### src/rtl/mem_responder.sv
// Memory-side responder for the accumulator CPU bus: services rd/wr strobes
// from an internal RAM after a programmable number of wait states.
module mem_responder #(
  parameter int AW   = 5,
  parameter int DW   = 8,
  parameter int WAIT = 1
) (
  input  logic          clk,
  input  logic          rst,
  input  logic [AW-1:0] addr,
  input  logic          rd,
  input  logic          wr,
  input  logic [DW-1:0] din,
  output logic [DW-1:0] dout,
  output logic          ready,
  output logic          err
);

  localparam int         DEPTH    = 1 << AW;
  localparam logic [3:0] WAIT_CNT = 4'(WAIT);

  typedef enum logic [1:0] {
    S_IDLE,
    S_WAIT,
    S_DONE,
    S_HOLD
  } state_t;

  state_t        state_q;
  logic [3:0]    cnt_q;
  logic [AW-1:0] addr_q;
  logic [DW-1:0] din_q;
  logic          wr_op_q;
  logic          armed_q;
  logic [DW-1:0] dout_q;
  logic          ready_q;
  logic          err_q;
  logic [DW-1:0] mem_q [DEPTH];

  logic strobe_idle;
  logic strobe_one;
  logic strobe_both;

  assign strobe_idle = !rd && !wr;
  assign strobe_one  = rd ^ wr;
  assign strobe_both = rd && wr;

  assign dout  = dout_q;
  assign ready = ready_q;
  assign err   = err_q;

  // armed_q blocks a strobe that was already high across reset release:
  // a new request is only accepted once both strobes have been seen low.
  always_ff @(posedge clk) begin
    if (rst) begin
      state_q <= S_IDLE;
      cnt_q   <= '0;
      addr_q  <= '0;
      din_q   <= '0;
      wr_op_q <= 1'b0;
      armed_q <= 1'b0;
      dout_q  <= '0;
      ready_q <= 1'b0;
      err_q   <= 1'b0;
      for (int i = 0; i < DEPTH; i++) begin
        mem_q[i] <= '0;
      end
    end else begin
      ready_q <= 1'b0;
      err_q   <= 1'b0;
      if (strobe_idle) begin
        armed_q <= 1'b1;
      end

      case (state_q)
        S_IDLE: begin
          if (strobe_both) begin
            err_q <= 1'b1;
          end else if (strobe_one && armed_q) begin
            addr_q  <= addr;
            din_q   <= din;
            wr_op_q <= wr;
            cnt_q   <= WAIT_CNT;
            state_q <= S_WAIT;
          end
        end

        S_WAIT: begin
          if (cnt_q != 4'd0) begin
            cnt_q <= cnt_q - 4'd1;
          end else begin
            if (wr_op_q) begin
              mem_q[addr_q] <= din_q;
            end else begin
              dout_q <= mem_q[addr_q];
            end
            ready_q <= 1'b1;
            state_q <= S_DONE;
          end
        end

        S_DONE: begin
          state_q <= strobe_idle ? S_IDLE : S_HOLD;
        end

        S_HOLD: begin
          if (strobe_idle) begin
            state_q <= S_IDLE;
          end
        end

        default: state_q <= S_IDLE;
      endcase
    end
  end

endmodule

### config.mk
export PLATFORM = sky130hd
export DESIGN_NAME = mem_responder
export DESIGN_NICKNAME = d
export VERILOG_FILES = /design/src/rtl/mem_responder.sv
export SDC_FILE = /design/constraint.sdc
export NUM_CORES = 1
export LEC_CHECK = 0
export BUFFER_PORTS_ARGS = -buffer_cell sky130_fd_sc_hd__buf_2
export CORE_MARGIN = 2
export CORE_UTILIZATION = 40
export DETAILED_ROUTE_END_ITERATION = 16
export PLACE_DENSITY = 0.61
export SYNTH_ARGS = -nofsm -noshare
export SYNTH_HDL_FRONTEND = slang
export SYNTH_SLANG_ARGS = --single-unit
export TNS_END_PERCENT = 20
### constraint.sdc
create_clock -name clk -period 2.2 [get_ports clk]
set_input_delay 0.33 -clock clk [delete_from_list [all_inputs] [get_ports clk]]
set_output_delay 0.33 -clock clk [all_outputs]
set_load 0.05 [all_outputs]
**After elaboration in Yosys (flattened, before gate mapping)**

Memories as Yosys holds them, arrays and structs flattened. A register that Yosys moved wholly into a read port is not among the register bits.
Index checks and enable logic that the tools add are counted.

- Add/sub/neg operators: 1
- Multiply operators: 0
- Div/mod/pow operators: 0
- $lt $le $gt $ge: 0
- Equal/unequal tests: 8
- Shift-type cells: 0
- Multiplexer cells: 22
- Bitwise logic cells: 6
- Reduce and logical (&&, ||, !) cells: 15

Operator list:

| kind | count |
|---|---|
| 4-bit two-way mux | 3 |
| 1-bit two-way mux | 10 |
| 2-bit two-way mux | 5 |
| 2-bit != test (second input constant) | 5 |
| 8-bit two-way mux | 1 |
| 2-bit case mux with 4 select lines | 1 |
| 4-bit case mux with 2 select lines | 1 |
| 4-bit AND reduction | 2 |
| 8-bit OR reduction | 1 |
| 3-bit AND reduction | 2 |
| 5-bit two-way mux | 1 |
| 1-bit NOT | 5 |
| 2-bit == test (second input constant) | 2 |
| 4-bit nonzero test | 1 |
| 2-bit OR reduction | 2 |
| 4-bit by 1-bit subtractor with 4-bit output (second input constant) | 1 |
| 1-bit logical AND | 3 |
| 2-bit by 1-bit == test with 1-bit output (second input constant) | 1 |
| 1-bit zero test | 2 |
| 2-bit zero test | 1 |
| 2-bit nonzero test | 1 |
| 1-bit bitwise XOR | 1 |

- Register bits after elaboration: 23
- Bits in latches: 0
- RAM bits: 256
- ROM bits: 0
- Output and inout bits: 10
- Word-level logic and storage cells: 61
- Memories: 1

Memories:

| memory | words | bits a word | rd ports | clocked after Yosys merged registers in | write ports | line | source |
|---|---|---|---|---|---|---|---|
| mem_q | 32 | 8 | 1 | 1 | 32 | 38 | `logic [DW-1:0] mem_q [DEPTH];` |

**Longest topological paths before layout**

Gate-level depths: netlist (run 1).

- Word-level depth: 7
- Mapped depth: 8
- Mapped depth without buffers: 7

**Worst setup path before layout (run 1)**

No wires, ideal clock.

- Path kind: flip-flop to flip-flop
- Start: register cnt_q[0]
- End: memory mem_q[15][0] (enable)
- Arrival: 2.013 ns
- Setup slack: -0.122 ns
- Cell stages (with the launch flop): 8
- Clock period less this slack: 2.322 ns
- Path through: dfxtp_1 -> inv_1 -> ha_1 -> or3b_1 -> nor4b_2 -> nand3_1 -> nor2_1 -> or2_2

RTL lines:

| element | line | source |
|---|---|---|
| from (decl) | 30 | `logic [3:0] cnt_q;` |
| from (signal assigned) | 90 | `cnt_q <= cnt_q - 4'd1;` |
| to (decl) | 38 |  |

**Worst setup path after layout (run 1)**

- Start: register cnt_q[0]
- End: register cnt_q[1]

- Cells in the longest elaborated chain, start to end: 3
- Elaborated cells on any way between the ends: 6
- Classes of those cells: add/sub (1); eq/ne (1); mux (2); reduce/logical (2)

Ends and longest elaborated chain:

| element | line |
|---|---|
| 4-bit by 1-bit subtractor with 4-bit output / 4-bit nonzero test (equally long branches) | 90, 89 |
| 4-bit two-way mux / 2-bit != test (equally long branches) | n/a |
| 4-bit case mux with 2 select lines / 4-bit AND reduction (equally long branches) | n/a |

Parallel ways exist; a longest one is shown, timed or not. The select of a mux whose other input is x is not followed.
A chain may end at the register's enable or synchronous reset.

==> impl_metrics.toml, run 1 <==
[status]
outcome = "finished, violations left"
violations = "negative setup slack"

[place]
finalWeightedCongestion = 0.8883
dp_slack_ps = -253.4
portBuffers = 26
dp_hpwl_mm = 22.45
placed_cell_area_mm2 = 0.01438

[timing]
fin_tns_setup_ps = -408.7
worst_slew_pin_slew_ps = 602.4
max_freq_ghz = 0.4509
setup_viol = 55
hold_viol = 0
worst_slack_ps = -17.79
slew_headroom_pct = 59.84
slew_viol_final = 0
finalCritPeriodShare_pct = 100.8
fin_crit_ps = 2218
grt_setup_unrepaired = "true"
finalClockSkew_ps = 13.16

[power]
netSwitchingPower_uw = 2684
pwr-share-seq_pct = 50.1
swShare_pct = 21.75
p_int_uw = 9655
ir_worst_vdd_uv = 559.1
p_per_area_mw_per_mm2 = 766.3
clkPwrFrac_pct = 43.9
leakage_uw = 0.005768
combPwrFrac_pct = 6.0

[global_route]
grt_max_degree = 42
antenna_found_initial = 1
grt_overflow = 0
first_global_vias = 8215
groute.usage.overall_pct = 20.39
grt_pass1_wl_mm = 50.83

[cells_and_area]
syn_to_final_growth_pct = 23.76
nets = 1084
fillCellCount = 2733
drive_above_1_share_pct = 32.57
final_area_mm2 = 0.01610
diodes = 0

[clock_tree]
numCtsBuffers = 31
htreeDepth = 1
root_buffer = "clkbuf_16"
clk_latency_ps = 560
cts_tree = "done"
cts_buffer_depth = 3
clk_pin_slew_ps = 60
cts_num_sinks = 287

[drt]
vias_per_cell = 5.221
postRouteAntennaNets = 0
vias = 7983
drtIter0Drc = 813
post_drt_wl_per_cell_um = 22.20
firstDrtPassIters = 5
drc = 0
wl_mm = 33.94

[worst_setup_path]
critPathTopFamily = "buffers and inverters"
cpPeakStageDelay_ps = 330
worst_ep_required_time_ps = 2630
critical_path_buf_inv_count = 11
arrival_ps = 2650
crit_slowest_cell = "dfxtp_2"
cp-end-kind = "flop"
crit_chain = "inv_2 > buf_4 > buf_4 > buf_4 > buf_4 > buf_4 > buf_4 > buf_4 > buf_4 > buf_4 > buf_4 > ha_4 > nor2_1 > a31oi_1 > nor2_1"
crit_path_frequent_cell = "buf_4"
timing.critical_path.fanout_max = 2
start_kind = "flop"
crit_type = "flop to flop"

[min_path]
hp-class = "input pin to flop"

[synthesis]
syn_area_mm2 = 0.01301
yosys.area_share.simple_pct = 19.06
synth_area_per_cell_um2 = 13.97
async_flop_share_pct = 0
synth_fp_nets = 952
synth_cell_type_count = 49
synth_compound_area_share_pct = 3.308
synthAdderAreaFrac_pct = 0.3847
synthXorXnorAreaFrac_pct = 0.06732
synth_edf_count = 256
synthCells = 931
yosys-mux-area-fraction_pct = 11.22
yosys_warnings = 0
synth_ff_type = "edfxtp_1"
ys_seq_area_share_pct = 63.86
synth_top_family_by_area = "simple AND/OR/NAND/NOR gates"
ys_ff_latch = 287

[die]
die_width_um = 184.3
die_y_um = 184.3
core_area_mm2 = 0.03229
num_rows = 66
start_util_pct = 40.29
boundaryPins = 27
die_area_mm2 = 0.03398

[run]
drv_cap = 0
cells in the final DEF, fill, tap and decap left out, drive strengths merged, types with 2 or more instances in the layout:
cell / n
a22oi: 6
dlygate4sd3: 6
buf: 152
nor3: 4
nor2: 54
a31oi: 2
mux2: 5
nand2b: 5
or3: 5
clkbuf: 37
and2: 258
or2: 35
o221ai: 3
o21ai: 2
or4b: 2
ha: 4
a21oi: 24
nand2: 44
clkinvlp: 2
a211oi: 5
a221oi: 3
a22o: 3
nor4b: 2
a311oi: 8
and3: 6
o22ai: 2
nand4: 2
inv: 6
nor2b: 3
dfxtp: 31
or4: 2
mux2i: 21
clkinv: 13
nand3: 4
edfxtp: 256
nand3b: 2
mux4: 53
bufinv: 5
repair_timing:
| item | 4_1_cts | 5_1_grt |
|---|---|---|
| setup buffers | 21 | 3 |
| gates resized for setup | 69 | 43 |
| hold buffers | 6 | 0 |
| endpoints found under the setup margin | 513 | 491 |
| pin swaps | 9 | 13 |
| gates cloned | 0 | 0 |
| hold endpoints to repair | 6 | 0 |
cells by family (layout without fill, tap and decap cells):
group,after synthesis,count (layout)
XOR/XNOR,1,1
multiplexers,79,79
buffers and inverters,65,221
flip-flops,287,287
AND/OR/NAND/NOR,432,432
adder cells (fa/ha/maj),4,4
AO/OA/AOI/OAI,63,63
area by class of cell:
class                      instances  area (µm²)  area share (%)
tap                              442       553.0           3.435
inverter                           6       22.52          0.1399
timing repair buffer             158        1305           8.105
clock buffer                      37       828.3           5.144
clock inverter                    20       229.0           1.422
sequential                       287        8319           51.67
multi-input combinational        579        4845           30.09
sequential cells by signal, indices dropped and copies added, names as in the netlist:
name,cells
mem_q,256
err,1
addr_q,5
din_q,8
dout,8
cnt_q,4
wr_op_q,1
armed_q,1
ready,1
state_q,2
metal layers:
metal | track usage, % | part of all wire, % | vias to the layer above
li1 | - | - | 3649
met2 | 33.10 | 48 | 248
met3 | 3.734 | 6.4 | 39
met1 | 28.61 | 44 | 4047
met4 | 4.704 | 1.5 | 0
met5 | 0 | 0 | -
worst reg2reg max path: stages, from the launching register on:
cell and delay (ps):
dfxtp_2 330, inv_2 40, buf_4 130, buf_4 120
buf_4 120, buf_4 120, buf_4 120, buf_4 120
buf_4 120, buf_4 130, buf_4 130, buf_4 140
ha_4 250, nor2_1 50, a31oi_1 160, nor2_1 50
stage by stage:
stage | hold WS [ps] | instances | utilization [%] | power, µW
2_1_floorplan | 439.2 | 931 | - | 6657
6_report | 22.70 | 1529 | 49.87 | 12340
4_1_cts | 5.543 | 1526 | 49.14 | 12390
5_1_grt | 15.21 | 1529 | 49.87 | 12690
3_5_place_dp | 449.9 | 1442 | 44.53 | 6958
3_3_place_gp | 445.6 | 1442 | 44.53 | 6949
final timing paths:
path | startpoint | end | slack, ps | cells after the start
worst max-delay path | cnt_q[0]$_SDFFE_PP0P_ | cnt_q[1]$_SDFFE_PP0P_ | -20 | 15
worst min-delay path | addr[3] | addr_q[3]$_SDFFE_PP0P_ | 20 | 3
worst max register to register | cnt_q[0]$_SDFFE_PP0P_ | cnt_q[1]$_SDFFE_PP0P_ | -20 | 15
worst min register to register | din_q[4]$_SDFFE_PP0P_ | din_q[4]$_SDFFE_PP0P_ | 460 | 2
cell usage after synthesis (4+ instances only):
cell      count  area [µm²]
a211oi_1      5       37.54
a21oi_1      24       120.1
mux2_2        5       56.30
nor3_1        4       20.02
or2_2        35       219.0
ha_1          4       50.05
nand2b_1      5       31.28
clkbuf_1     40       150.1
buf_2        14       70.07
dfxtp_1      31       620.6
inv_1         6       22.52
or3_1         5       31.28
nor2_1       54       202.7
and2_1      257        1608
nand3_1       4       20.02
a22oi_1       6       45.04
mux2i_1      21       210.2
edfxtp_1    256        7687
and3_1        6       37.54
nand2_1      44       165.2
mux4_2       53        1194
a311oi_1      8       70.07
power by group through the flow:
stage	registers, µW	logic [µW]	clock network, µW
detailed placement	6300	657	0
floorplan	6280	379	0
global placement	6300	648	0
CTS	6190	710	5490
global route	6200	783	5710
finish	6190	740	5410
No activity file was read; power rests on OpenSTA's default activity.
==> run 2, diff against run 1 <==
--- a/config.mk
+++ b/config.mk
@@ -10,6 +10,7 @@
 export CORE_UTILIZATION = 40
 export DETAILED_ROUTE_END_ITERATION = 16
 export PLACE_DENSITY = 0.61
+export SETUP_SLACK_MARGIN = 0.02
 export SYNTH_ARGS = -nofsm -noshare
 export SYNTH_HDL_FRONTEND = slang
 export SYNTH_SLANG_ARGS = --single-unit
==> run 2 against run 1 <==
Effect of this change:
- the flow still finishes with violations (negative setup slack)
- first-iteration DRC count rose by 3.3%
- maximum frequency fell by 0.13%
- die area did not move
- critical endpoint is now mem_q[14][7]$_SDFFCE_PN0P_
==> impl_metrics.toml, run 2 (synthesized netlist as in run 1, its figures left out) <==
[clock_tree]
cts_tree = "done"
clk_latency_ps = 560
clk_pin_slew_ps = 60
htreeDepth = 1
numCtsBuffers = 31
root_buffer = "clkbuf_16"
cts_buffer_depth = 3
cts_num_sinks = 287

[timing]
grt_setup_unrepaired = "true"
slew_viol_final = 0
setup_viol = 57
hold_ws_ps = 19.85
fin_crit_ps = 2221
worst_slack_ps = -20.58
finalCritPeriodShare_pct = 100.9
hold_viol = 0
worst_slew_pin_slew_ps = 590.1
slew_headroom_pct = 60.66
finalClockSkew_ps = 10.74
max_freq_ghz = 0.4503

[worst_setup_path]
arrival_ps = 2480
start_kind = "flop"
crit_type = "flop to flop"
worst_ep_required_time_ps = 2460
cp-end-kind = "flop"
timing.critical_path.fanout_max = 8

[place]
portBuffers = 26
placed_cell_area_mm2 = 0.01438
finalWeightedCongestion = 0.8883
dp_hpwl_mm = 22.45

[drt]
vias_per_cell = 5.214
post_drt_wl_per_cell_um = 22.16
drc = 0
vias = 7972
drtIter0Drc = 840
firstDrtPassIters = 5
wl_mm = 33.89
postRouteAntennaNets = 0

[status]
violations = "negative setup slack"
outcome = "finished, violations left"

[power]
ir_worst_vdd_uv = 557.2
leakage_uw = 0.005771
total_power_uw = 12340
p_per_area_mw_per_mm2 = 764.9

[die]
start_util_pct = 40.29
core_area_mm2 = 0.03229
die_area_mm2 = 0.03398
num_rows = 66
die_width_um = 184.3
die_y_um = 184.3
boundaryPins = 27

[cells_and_area]
drive_above_1_share_pct = 32.66
syn_to_final_growth_pct = 23.97
final_cell_mix = "edfxtp_1 (256), and2_1 (255), buf_4 (102), mux4_2 (53), nand2_1 (43)"
largest-register = "mem_q"
nets = 1084
diodes = 0
final_area_mm2 = 0.01613
layout_commonest_cell = "edfxtp_1"
finalCoreUtilization_pct = 49.95
largest_reg_flops = 256

[global_route]
first_global_vias = 8210
grt_max_degree = 42
grt_pass1_wl_mm = 50.91
antenna_found_initial = 1
grt_overflow = 0
groute.usage.overall_pct = 20.41

[run]
drv_cap = 0

[min_path]
hp-class = "input pin to flop"
[run 2: repair_timing]
action,CTS,global route
pin swaps,10,15
setup endpoints to repair,514,509
gates resized for setup,72,44
hold endpoints to repair,6,0
setup buffers,21,3
hold buffers,6,0
[run 2: final timing paths]
kind / from / end / slack [ps] / cells past startpoint
worst max register to register: cnt_q[0]$_SDFFE_PP0P_ / mem_q[14][7]$_SDFFCE_PN0P_ / -20 / 9
worst max-delay path: cnt_q[0]$_SDFFE_PP0P_ / mem_q[14][7]$_SDFFCE_PN0P_ / -20 / 9
worst min-delay path: addr[3] / addr_q[3]$_SDFFE_PP0P_ / 20 / 3
worst min register to register: din_q[2]$_SDFFE_PP0P_ / din_q[2]$_SDFFE_PP0P_ / 460 / 2
[run 2: per-layer routing]
layer  track usage, %  part of all wire [%]
met1            28.57                    43
met2            33.20                    48
met3            3.734                   7.0
met4            4.704                   1.6
met5                0                     0
[run 2: cell type report]
| type | instances | area, µm² |
|---|---|---|
| fill | 2727 | 16160 |
| sequential | 287 | 8319 |
| multi-input combinational | 579 | 4867 |
| timing repair buffer | 158 | 1309 |
| clock buffer | 37 | 828.3 |
| tap | 442 | 553.0 |
| clock inverter | 20 | 229.0 |
| inverter | 6 | 22.52 |
[run 2: through the flow]
| step | worst slack, ps | setup TNS, ps | instances |
|---|---|---|---|
| 2_1_floorplan | -116.1 | -18530 | 931 |
| 3_3_place_gp | -190.4 | -41370 | 1442 |
| 3_5_place_dp | -253.4 | -61800 | 1442 |
| 4_1_cts | -21.68 | -1366 | 1526 |
| 5_1_grt | -123.8 | -14020 | 1529 |
| 6_report | -20.58 | -758.1 | 1529 |
[run 2: report_power, final]
part / total, µW / switching, µW / internal [µW]
combinational: 744 / 434 / 309
sequential: 6190 / 90.5 / 6090
clock: 5410 / 2160 / 3250
total: 12300 / 2680 / 9660
[run 2: worst max-delay path, cell delays in order (launching register included)]
cell      delay (ps)
dfxtp_2          320
inv_2             50
ha_1             120
or3b_4           390
nor4b_4          230
buf_6            180
nand3b_1         140
buf_6            200
nor2_4           100
or2_4            190
==> run 3, diff against run 2 <==
==> constraint.sdc (replaced) <==
create_clock -name clk -period 1.97 [get_ports clk]
set_input_delay 0.2955 -clock clk [delete_from_list [all_inputs] [get_ports clk]]
set_output_delay 0.2955 -clock clk [all_outputs]
set_load 0.05 [all_outputs]
==> run 3 against run 2 <==
Effect of this change:
- the flow still finishes with violations (negative setup slack)
- cell count is 0.13% lower
- global-route usage fell by 0.35 points
- register-to-register slack lost 230 ps
- die area stayed put
- worst hold slack improved by 12 ps
- critical path depth increased by 1
- via count down 1.7%
- sequential share of layout area up 0.50 points
- utilization fell by 0.48 points
- critical endpoint is now mem_q[11][1]$_SDFFCE_PN0P_
- largest cell class unchanged
- largest power group unchanged
==> impl_metrics.toml, run 3 (synthesized netlist as in run 1, its figures left out) <==
[worst_setup_path]
cp-end-kind = "flop"
worst_ep_required_time_ps = 2220
timing.critical_path.fanout_max = 8
arrival_ps = 2470
r2r_start = "cnt_q[0]$_SDFFE_PP0P_"
worst_r2r_path_depth = 10
crit_type = "flop to flop"
crit_start = "cnt_q[0]$_SDFFE_PP0P_"
start_kind = "flop"

[global_route]
antenna_found_initial = 0
first_global_vias = 7948
grt_max_degree = 35
groute.usage.overall_pct = 20.06
grt_pass1_wl_mm = 49.67
grt_overflow = 0

[timing]
hold_viol = 0
fin_crit_ps = 2219
worst_slew_pin_slew_ps = 506.8
slew_headroom_pct = 66.22
fin_tns_setup_ps = -76600
finalCritPeriodShare_pct = 112.6
setup_viol = 516
grt_setup_unrepaired = "true"
slew_viol_final = 0
finalClockSkew_ps = 8.200
worst_slack_ps = -249.1
max_freq_ghz = 0.4506

[clock_tree]
clk_pin_slew_ps = 60
root_buffer = "clkbuf_16"
cts_tree = "done"
htreeDepth = 1
postCtsSetupRepairBufs = 0
cts_buffer_depth = 3
clk_latency_ps = 550
cts_num_sinks = 287
numCtsBuffers = 29

[power]
leakage_uw = 0.005720
p_per_area_mw_per_mm2 = 821.2
ir_worst_vdd_uv = 581.0

[die]
die_area_mm2 = 0.03398
die_width_um = 184.3
core_area_mm2 = 0.03229
num_rows = 66
die_y_um = 184.3
boundaryPins = 27
start_util_pct = 40.29

[place]
placed_cell_area_mm2 = 0.01463
portBuffers = 26
dp_hpwl_mm = 22.38
finalWeightedCongestion = 0.8571
dp_slack_ps = -339.8

[drt]
wl_mm = 33.27
drc = 0
post_drt_wl_per_cell_um = 21.79
firstDrtPassIters = 5
vias = 7834
drtIter0Drc = 705
vias_per_cell = 5.130
postRouteAntennaNets = 0

[cells_and_area]
diodes = 0
syn_to_final_growth_pct = 22.77
finalCoreUtilization_pct = 49.47
drive_above_1_share_pct = 31.43
final_area_mm2 = 0.01597
largest-register = "mem_q"
final_cell_mix = "and2_1 (256), edfxtp_1 (256), buf_4 (93), mux4_2 (53), nand2_1 (44)"
largest_reg_flops = 256
nets = 1086

[status]
outcome = "finished, violations left"
violations = "negative setup slack"

[min_path]
hp-class = "input pin to flop"
hold_depth = 3
min_from = "addr[1]"

[run]
drv_cap = 0
## run 3: changes by cell type in the layout (fill, tap and decap cells not counted), moves of 3 or more
cell | before | now
dlygate4sd3_1 | 6 | 12
buf_4 | 102 | 93
clkinv_2 | 10 | 6
clkinv_1 | 2 | 5
clkbuf_8 | 3 | 0
buf_6 | 14 | 22
## run 3: worst paths after layout
path | slack, ps | to
max | -250 | mem_q[11][1]$_SDFFCE_PN0P_
max reg2reg | -250 | mem_q[11][1]$_SDFFCE_PN0P_
min | 30 | addr_q[1]$_SDFFE_PP0P_
min reg2reg | 450 | din_q[0]$_SDFFE_PP0P_
## run 3: cell type report
cell class | count | area, µm²
Multi-Input combinational cell | 579 | 4793
Fill cell | 2760 | 16320
Clock buffer | 33 | 740.7
Tap cell | 442 | 553.0
Timing Repair Buffer | 162 | 1376
Inverter | 6 | 22.52
Clock inverter | 18 | 167.7
Sequential cell | 287 | 8319
## run 3: critical path, stage by stage (launching register included)
cell and delay, ps:
dfxtp_2 320, inv_2 50, ha_1 120, or3b_4 380
nor4b_4 210, buf_4 180, buf_4 120, nand3_4 70
buf_12 170, nor2_4 110, or2_4 180
## run 3: where the power goes
group	switching, µW	total (µW)	internal (µW)
Clock	2320	5390	3070
Combinational	473	814	341
Sequential	103	6910	6810
## run 3: through the flow
step / hold slack (ps) / cells / power, µW
4_1_cts: 14.62 / 1527 / 13160
3_5_place_dp: 448.3 / 1464 / 7800
5_1_grt: 9.149 / 1527 / 13490
6_report: 32.27 / 1527 / 13120
3_3_place_gp: 444.2 / 1464 / 7792
2_1_floorplan: 431.5 / 931 / 7444
## run 3: routing by layer
layer  wire length (µm)  vias up  global-route usage, %  share of wire, %
met5                  0        -                      0                 0
met4                711        0                  5.152               2.1
met3               1386       53                  2.272               4.2
met2              16260      187                  34.03                49
met1              14910     3936                  27.57                45
li1                   -     3658                      -                 -
## run 3: what timing repair did
item,in CTS,in global routing
endpoints found under the setup margin,519,520
pin swaps,5,19
hold endpoints to repair,12,0
hold buffers,12,0
resized for setup,32,59
